`src/rtl/cache_refill_unit.sv`:
```
// Block refill engine: optional dirty write-back, beat-wise fill, one-cycle block commit.
// Define CACHE_REFILL_CRITICAL_WORD_EN to start the fill at the missed word and wrap.
module cache_refill_unit #(
  parameter int asize  = 32,
  parameter int dsize  = 32,
  parameter int bbits  = 5,
  parameter int bsize  = 8 << bbits,
  parameter int nbeats = bsize / dsize
) (
  input  logic             CLK,
  input  logic             RESET,
  input  logic             start,
  input  logic             wb,
  input  logic [asize-1:0] fill_addr,
  input  logic [asize-1:0] wb_addr,
  input  logic [bsize-1:0] wb_block,
  output logic             busy,
  output logic             done,
  output logic [asize-1:0] core_addr,
  output logic [bsize-1:0] block_in,
  output logic             bwrite,
  output logic [asize-1:0] mem_addr,
  output logic             mem_rd,
  output logic             mem_wr,
  output logic [dsize-1:0] mem_wdata,
  input  logic [dsize-1:0] mem_rdata,
  input  logic             mem_ready
);

  localparam int cw = bbits - 2;
  localparam logic [asize-1:0] off_mask = {{(asize-bbits){1'b0}}, {bbits{1'b1}}};

  typedef enum logic [1:0] {
    S_IDLE   = 2'd0,
    S_WB     = 2'd1,
    S_FILL   = 2'd2,
    S_COMMIT = 2'd3
  } state_t;

  state_t           state_q, state_d;
  logic [cw-1:0]    beat_q, beat_d;
  logic [asize-1:0] fill_addr_q, fill_addr_d;
  logic [asize-1:0] wb_addr_q, wb_addr_d;
  logic [bsize-1:0] wb_block_q, wb_block_d;
  logic [bsize-1:0] buf_q, buf_d;

  logic [cw-1:0]    beat_nxt_s;
  logic [cw-1:0]    widx_s;
  logic [cw-1:0]    start_in_s;
  logic [cw-1:0]    start_q_s;
  logic [asize-1:0] addr_sel_s;

  // Fill start beat: the missed word when critical-word-first is enabled, else word 0
  always_comb begin
`ifdef CACHE_REFILL_CRITICAL_WORD_EN
    start_in_s = fill_addr[bbits-1:2];
    start_q_s  = fill_addr_q[bbits-1:2];
`else
    start_in_s = {cw{1'b0}};
    start_q_s  = {cw{1'b0}};
`endif
  end

  // Word 0 is the MSB word, so beat k lives at slice index nbeats-1-k == ~k
  assign widx_s     = ~beat_q;
  assign beat_nxt_s = beat_q + {{(cw-1){1'b0}}, 1'b1};

  // State and datapath registers
  always_ff @(posedge CLK) begin
    if (RESET) begin
      state_q     <= S_IDLE;
      beat_q      <= {cw{1'b0}};
      fill_addr_q <= {asize{1'b0}};
      wb_addr_q   <= {asize{1'b0}};
      wb_block_q  <= {bsize{1'b0}};
      buf_q       <= {bsize{1'b0}};
    end else begin
      state_q     <= state_d;
      beat_q      <= beat_d;
      fill_addr_q <= fill_addr_d;
      wb_addr_q   <= wb_addr_d;
      wb_block_q  <= wb_block_d;
      buf_q       <= buf_d;
    end
  end

  // Next-state, beat counter and buffer update
  always_comb begin
    state_d     = state_q;
    beat_d      = beat_q;
    fill_addr_d = fill_addr_q;
    wb_addr_d   = wb_addr_q;
    wb_block_d  = wb_block_q;
    buf_d       = buf_q;
    case (state_q)
      S_IDLE: begin
        if (start) begin
          fill_addr_d = fill_addr;
          wb_addr_d   = wb_addr;
          wb_block_d  = wb_block;
          if (wb) begin
            state_d = S_WB;
            beat_d  = {cw{1'b0}};
          end else begin
            state_d = S_FILL;
            beat_d  = start_in_s;
          end
        end else begin
          state_d = S_IDLE;
        end
      end
      S_WB: begin
        if (mem_ready) begin
          if (beat_q == {cw{1'b1}}) begin
            state_d = S_FILL;
            beat_d  = start_q_s;
          end else begin
            beat_d  = beat_nxt_s;
          end
        end else begin
          beat_d = beat_q;
        end
      end
      S_FILL: begin
        if (mem_ready) begin
          buf_d[widx_s*dsize +: dsize] = mem_rdata;
          beat_d = beat_nxt_s;
          if (beat_nxt_s == start_q_s) begin
            state_d = S_COMMIT;
          end else begin
            state_d = S_FILL;
          end
        end else begin
          beat_d = beat_q;
        end
      end
      S_COMMIT: begin
        state_d = S_IDLE;
      end
      default: begin
        state_d = S_IDLE;
      end
    endcase
  end

  // Outputs decoded from registered state only; everything is zero outside its phase
  always_comb begin
    addr_sel_s = (state_q == S_WB) ? wb_addr_q : fill_addr_q;
    busy       = 1'b0;
    done       = 1'b0;
    bwrite     = 1'b0;
    core_addr  = {asize{1'b0}};
    block_in   = {bsize{1'b0}};
    mem_addr   = {asize{1'b0}};
    mem_rd     = 1'b0;
    mem_wr     = 1'b0;
    mem_wdata  = {dsize{1'b0}};
    case (state_q)
      S_IDLE: begin
        busy = 1'b0;
      end
      S_WB: begin
        busy      = 1'b1;
        mem_wr    = 1'b1;
        mem_addr  = (addr_sel_s & ~off_mask) | {{(asize-bbits){1'b0}}, beat_q, 2'b00};
        mem_wdata = wb_block_q[widx_s*dsize +: dsize];
      end
      S_FILL: begin
        busy     = 1'b1;
        mem_rd   = 1'b1;
        mem_addr = (addr_sel_s & ~off_mask) | {{(asize-bbits){1'b0}}, beat_q, 2'b00};
      end
      S_COMMIT: begin
        busy      = 1'b1;
        done      = 1'b1;
        bwrite    = 1'b1;
        core_addr = fill_addr_q;
        block_in  = buf_q;
      end
      default: begin
        busy = 1'b0;
      end
    endcase
  end

endmodule

```
`config.mk`:
```
export PLATFORM = sky130hd
export DESIGN_NAME = cache_refill_unit
export DESIGN_NICKNAME = d
export VERILOG_FILES = /design/src/rtl/cache_refill_unit.sv
export SDC_FILE = /design/constraint.sdc
export NUM_CORES = 1
export LEC_CHECK = 0
export CAP_MARGIN = 10
export CORE_AREA = 2 2 276 278
export CTS_CLUSTER_SIZE = 24
export DETAILED_ROUTE_END_ITERATION = 10
export DIE_AREA = 0 0 278 280
export MAX_ROUTING_LAYER = met4
export PLACE_DENSITY_LB_ADDON = 0.08
export SYNTH_ARGS = -nofsm -noshare
export SYNTH_HDL_FRONTEND = slang
export SYNTH_SLANG_ARGS = --single-unit
```
`constraint.sdc`:
```
create_clock -name CLK -period 5.8 [get_ports CLK]
set_input_delay 0.87 -clock CLK [delete_from_list [all_inputs] [get_ports CLK]]
set_output_delay 0.87 -clock CLK [all_outputs]
set_load 0.05 [all_outputs]
```
==> metrics.md, run 1 <==
| Metric | Value |
|---|---|
| Status | `finished, final reports clean` |
| FFs w/ async S/R, synth | `0` |
| Post-synth cell types | `36` |
| Initial antenna violation count | `39` |
| Total negative slack | `0 ps` |
| Slew margin rel. | `0.278` |
| CTS Buf Count | `68` |
| Syn Area/Cell | `8.06 sq um` |
| Final Util | `0.472` |
| Top cells by area, synth | `dfxtp_1 (45%), nand2_1 (10%), and2_1 (7.2%), a21oi_1 (6.8%), nand2b_1 (5.5%)` |
| CTS Buffer Depth | `3` |
| Critical setup path kind | `reg2out` |
| RSZ-0062 raised after global routing | `no` |
| Hpwl dp | `68.0 mm` |
| Die height | `280 um` |
| First-pass GRT wire length | `144 mm` |
| Tmin final | `4520 ps` |
| Multi-input logic area | `13000 sq um` |
| # fillers | `7663` |
| Syn Std Cell Area | `25600 sq um` |
| Seq/Total Area, Yosys | `0.450` |
| Clock sink count | `576` |
| CP Launch Type | `register` |
| Final Slew Violations | `0` |
| Leakage | `0.0126 uW` |
| CTS H-tree depth | `3` |
| Post-route antenna net violation count | `0` |
| CP Max Fanout | `24` |
| Crit share post-route | `0.780` |
| Placement row count | `101` |
| Vias per cell | `4.88` |
| CP Buf/Inv Count | `2` |
| Reg area | `11500 sq um` |
| Final net count | `4077` |
| Post-CTS sizing | `0` |
| Max-cap violations | `0` |
| Peak Freq | `221 MHz` |
| Worst path cell trace | `and2_1 -> buf_4 -> a22oi_1 -> o211a_1 -> clkdlybuf4s50_1` |
| Synth area leader | `dfxtp_1` |
| Met3 GRT Util | `0.0681` |
| CTS tree | `built` |
| Worst min-delay path class | `reg2reg` |
| Initial core utilization | `0.341` |
| Slew @ Worst Pin | `1080 ps` |
| Met2 GRT Util | `0.434` |
| Pwr dens | `333 nW/um^2` |
| Warnings from Yosys | `0` |
| Post-CTS Hold Buffers | `0` |
| Io pins | `714` |
| WL/cell | `20.8 um` |
| Setup Fix Bufs, Post-CTS | `0` |
| Crit. End Element | `output port` |
| Pwr Total | `11800 uW` |
| DR vias | `23241` |
| DR iter-0 viols | `1617` |
| VDD IR max | `0.000238 V` |
| DRC violations left | `0` |
| Number of failing hold endpoints at the final stage | `0` |
| Clk slew on worst S/H paths | `60 ps` |
| Clock skew | `16.5 ps` |
| Die Wd | `278 um` |
| Met1 global-route usage | `0.275` |
| Final std cells w/o fill | `4766` |
| Seq cells post-synth | `576` |
| Largest net degree at the start of global routing | `180` |
| EDFF count, synth | `0` |
| Final setup viols | `0` |
| Slowest stage delay, CP | `750 ps` |
| Vias in the first global route | `22243` |
| Root buffer selected by CTS | `clkbuf_16` |
| Synth top cells by count | `nand2_1 (701), dfxtp_1 (576), a21oi_1 (350)` |
| Clk_lat worst skew | `600 ps` |
| Top-count cell post-synth | `nand2_1` |
| GR Util All Layers | `0.252` |
| Total grt overflow | `0` |
| Die ar. | `77800 sq um` |
| Yosys top cell area share | `0.450` |
| Area Overhead vs Synth | `38.7%` |
| Critical Path AT | `3650 ps` |
| Main flop type after synthesis | `dfxtp_1` |
| Worst Path Required | `4930 ps` |
| Drt total wl | `99.1 mm` |
| GP Congestion | `0.818` |
| Slowest stage cell, crit path | `clkdlybuf4s50_1` |
| CP delay by family, top | `buffers and inverters` |
| Number of cells after detailed placement | `4615` |
| Drt pass-1 iters | `5` |
| PortBufs | `706` |
| Core box area | `75200 sq um` |
| GR peak layer | `met2` |
| Ratio of cells with drive above 1 in the final layout | `0.0496` |
| Syn Inst Count | `3176` |
## path summary, 6_finish.rpt
check | startpoint | end | slack, ps | cells past startpoint
worst max-delay path | beat_q[2]$_SDFFE_PP0P_ | mem_wdata[3] | 1280 | 5
worst min-delay path | wb_block_q[231]$_SDFFE_PP0P_ | wb_block_q[231]$_SDFFE_PP0P_ | 450 | 2
worst max register to register | beat_q[0]$_SDFFE_PP0P_ | buf_q[136]$_SDFFE_PP0P_ | 2390 | 7
worst min register to register | wb_block_q[231]$_SDFFE_PP0P_ | wb_block_q[231]$_SDFFE_PP0P_ | 450 | 2
## tightest hold or removal path: stages (launching register included)
cell and delay [ps]:
dfxtp_1 310, nand2_1 50, a21oi_1 50
## power breakdown
part / internal (uW) / leakage (uW) / total [uW] / switching (uW)
clock: 2580 / 0.00108 / 4300 / 1730
sequential: 4380 / 0.00469 / 4610 / 222
combinational: 1030 / 0.00685 / 2910 / 1880
## registers in the layout, indices dropped and copies added (netlist names)
signal and count:
fill_addr_q 32, wb_block_q 256, state_q 2, buf_q 256, wb_addr_q 27, beat_q 3
## cell families (layout without fill, tap and decap cells)
kind of cell	after synthesis	after routing	synth area share
flip-flops	576	576	0.450
buffers and inverters	290	861	0.0468
AND/OR/NAND/NOR	1528	1528	0.296
AO/OA/AOI/OAI	645	645	0.136
multiplexers	123	123	0.0637
other	1	42	0.000146
adder cells (fa/ha/maj)	13	13	0.00635
## cells in the final DEF, fill, tap and decap left out, drive strengths merged, types with 38 or more instances in the layout
cell	instances
nor2b	60
mux2i	91
nand2	701
o21ai	225
nand3	227
buf	38
clkdlybuf4s50	705
a21oi	350
diode	40
clkbuf	99
nand2b	226
dfxtp	576
and2	293
## area by class of cell
class | instances | share of cell area
Clock inverter | 12 | 0.00536
Tap cell | 978 | 0.0345
Multi-Input combinational cell | 2311 | 0.366
Inverter | 7 | 0.000740
Timing Repair Buffer | 743 | 0.209
Sequential cell | 576 | 0.325
Clock buffer | 99 | 0.0567
Antenna cell | 40 | 0.00282
## routing by layer
layer,vias up,wire length (um)
li1,11632,-
met1,10925,38900
met2,539,50700
met3,145,6480
met4,0,3060
met5,-,0
## through the flow
stage          hold slack, ps  worst slack (ps)  area [sq um]
2_1_floorplan             432              2530         25600
3_3_place_gp              439              1890         33200
3_5_place_dp              443              1870         33200
4_1_cts                   451              1190         35400
5_1_grt                   462              1150         35500
6_report                  450              1280         35500
Power figures use the tool's default switching activity.
==> inputs of run 2 (changes only) <==
--- a/config.mk
+++ b/config.mk
@@ -6,10 +6,10 @@
 export NUM_CORES = 1
 export LEC_CHECK = 0
 export CAP_MARGIN = 10
-export CORE_AREA = 2 2 276 278
+export CORE_AREA = 2 2 275 277
 export CTS_CLUSTER_SIZE = 24
 export DETAILED_ROUTE_END_ITERATION = 10
-export DIE_AREA = 0 0 278 280
+export DIE_AREA = 0 0 277 279
 export MAX_ROUTING_LAYER = met4
 export PLACE_DENSITY_LB_ADDON = 0.08
 export SYNTH_ARGS = -nofsm -noshare
==> constraint.sdc (replaced) <==
create_clock -name CLK -period 3.7 [get_ports CLK]
set_input_delay 0.555 -clock CLK [delete_from_list [all_inputs] [get_ports CLK]]
set_output_delay 0.555 -clock CLK [all_outputs]
set_load 0.05 [all_outputs]
==> metrics.md, run 2 (synthesis results as in run 1) <==
| Metric | Value |
|---|---|
| Leakage | `0.0127 uW` |
| Die Wd | `277 um` |
| PortBufs | `706` |
| FF-to-FF path depth | `6` |
| DR vias | `23659` |
| Crit share post-route | `0.961` |
| Number of failing hold endpoints at the final stage | `0` |
| Final net count | `4085` |
| Die height | `279 um` |
| # fillers | `7252` |
| Clock sink count | `576` |
| FF-to-FF setup slack | `880 ps` |
| Post-CTS Hold Buffers | `0` |
| Pwr dens | `517 nW/um^2` |
| VDD IR max | `0.000315 V` |
| GR Util All Layers | `0.249` |
| Hpwl dp | `70.4 mm` |
| CP Launch Type | `register` |
| Status | `finished, final reports clean` |
| Clk_lat worst skew | `610 ps` |
| Clock skew | `18.8 ps` |
| Drt pass-1 iters | `5` |
| Pwr Total | `18400 uW` |
| WL/cell | `20.5 um` |
| CP Max Fanout | `31` |
| Initial core utilization | `0.346` |
| Post-CTS sizing | `0` |
| Slew margin rel. | `0.304` |
| DRC violations left | `0` |
| First-pass GRT wire length | `143 mm` |
| GP Congestion | `0.864` |
| Most common cell after layout, fill and taps aside | `nand2_1` |
| RR Endpoint | `state_q[0]$_SDFFE_PP0P_` |
| Regs by FF count | `buf_q x256, wb_block_q x256, fill_addr_q x32` |
| Slew @ Worst Pin | `1040 ps` |
| Core box area | `74100 sq um` |
| DR iter-0 viols | `1271` |
| Reg2Reg Launch Point | `beat_q[1]$_SDFFE_PP0P_` |
| Root buffer selected by CTS | `clkbuf_16` |
| Highest-count cells in the layout ignoring fill and taps | `nand2_1 (700), clkdlybuf4s50_1 (673), dfxtp_1 (573)` |
| Worst path cell trace | `inv_1 -> ha_1 -> buf_4 -> nor2b_1 -> clkdlybuf4s50_1` |
| Critical setup path kind | `reg2out` |
| Post-route antenna net violation count | `0` |
| Total grt overflow | `0` |
| Slowest stage cell, crit path | `clkdlybuf4s50_1` |
| Hold path start | `buf_q[31]$_SDFFE_PP0P_` |
| Ratio of cells with drive above 1 in the final layout | `0.0617` |
| Die ar. | `77300 sq um` |
| Final Slew Violations | `0` |
| Largest net degree at the start of global routing | `159` |
| Clk slew on worst S/H paths | `60 ps` |
| Slowest stage delay, CP | `870 ps` |
| Worst Path Required | `3140 ps` |
| Drt total wl | `97.8 mm` |
| CTS tree | `built` |
| Placement row count | `100` |
| Tmin final | `3560 ps` |
| CTS H-tree depth | `3` |
| CTS Buffer Depth | `3` |
| Worst min-delay path class | `reg2reg` |
| Critical Path AT | `3000 ps` |
| Peak Freq | `281 MHz` |
| Max-cap violations | `0` |
| CTS Buf Count | `69` |
| Area Overhead vs Synth | `38.6%` |
| Vias in the first global route | `23099` |
| Final setup viols | `0` |
| Setup Fix Bufs, Post-CTS | `0` |
| Initial antenna violation count | `33` |
| Vias per cell | `4.97` |
| RSZ-0062 raised after global routing | `no` |
| Worst Hold Depth | `2` |
| Total negative slack | `0 ps` |
| Worst hold endpoint | `buf_q[31]$_SDFFE_PP0P_` |
| Io pins | `714` |
| Crit. End Element | `output port` |
-- run 2: cell type report --
type | instances | area, sq um | area share
Multi-Input combinational cell | 2311 | 13000 | 0.366
Sequential cell | 576 | 11500 | 0.325
Timing Repair Buffer | 750 | 7470 | 0.211
Clock buffer | 101 | 2060 | 0.0581
Tap cell | 969 | 1210 | 0.0342
Clock inverter | 16 | 109 | 0.00307
Antenna cell | 33 | 82.6 | 0.00233
Inverter | 7 | 26.3 | 0.000740
-- run 2: through the flow --
stage          utilization  cells  worst slack (ps)  area (sq um)  hold slack [ps]
2_1_floorplan            -   3177               746         25600              432
3_3_place_gp         0.449   4613               798         33200              441
3_5_place_dp         0.449   4613               759         33200              446
4_1_cts              0.478   4730              94.9         35400              449
5_1_grt              0.479   4763             0.177         35500              469
6_report             0.479   4763               144         35500              451
-- run 2: worst max-delay path by stage --
stage / depth (start not counted) / from / endpoint / slack, ps
6_report: 5 / state_q[0]$_SDFFE_PP0P_ / mem_addr[5] / 140
5_1_grt: 4 / state_q[0]$_SDFFE_PP0P_ / core_addr[20] / 0.2
4_1_cts: 4 / state_q[0]$_SDFFE_PP0P_ / core_addr[5] / 90
3_5_place_dp: 4 / state_q[0]$_SDFFE_PP0P_ / core_addr[5] / 760
3_3_place_gp: 4 / state_q[0]$_SDFFE_PP0P_ / core_addr[5] / 800
2_1_floorplan: 6 / state_q[1]$_SDFFE_PP0P_ / mem_addr[26] / 750
-- run 2: worst max-delay path: cells and delay by family, from the launching register on --
| family | cells | cell delay, ps |
|---|---|---|
| adders and majority gates | 1 | 380 |
| DFF | 1 | 470 |
| and+or+nand+nor | 1 | 190 |
| buffers and inverters | 3 | 1360 |
-- run 2: report_power, final --
group	internal, uW	switching, uW
registers	6870	377
logic	1650	2930
clock network	3860	2680
-- run 2: routing by layer --
metal | GRT usage | share of wire | vias up
met4 | 0.0888 | 0.031 | 0
li1 | - | - | 11632
met2 | 0.439 | 0.52 | 636
met5 | - | 0 | -
met1 | 0.273 | 0.39 | 11252
met3 | 0.0626 | 0.063 | 139
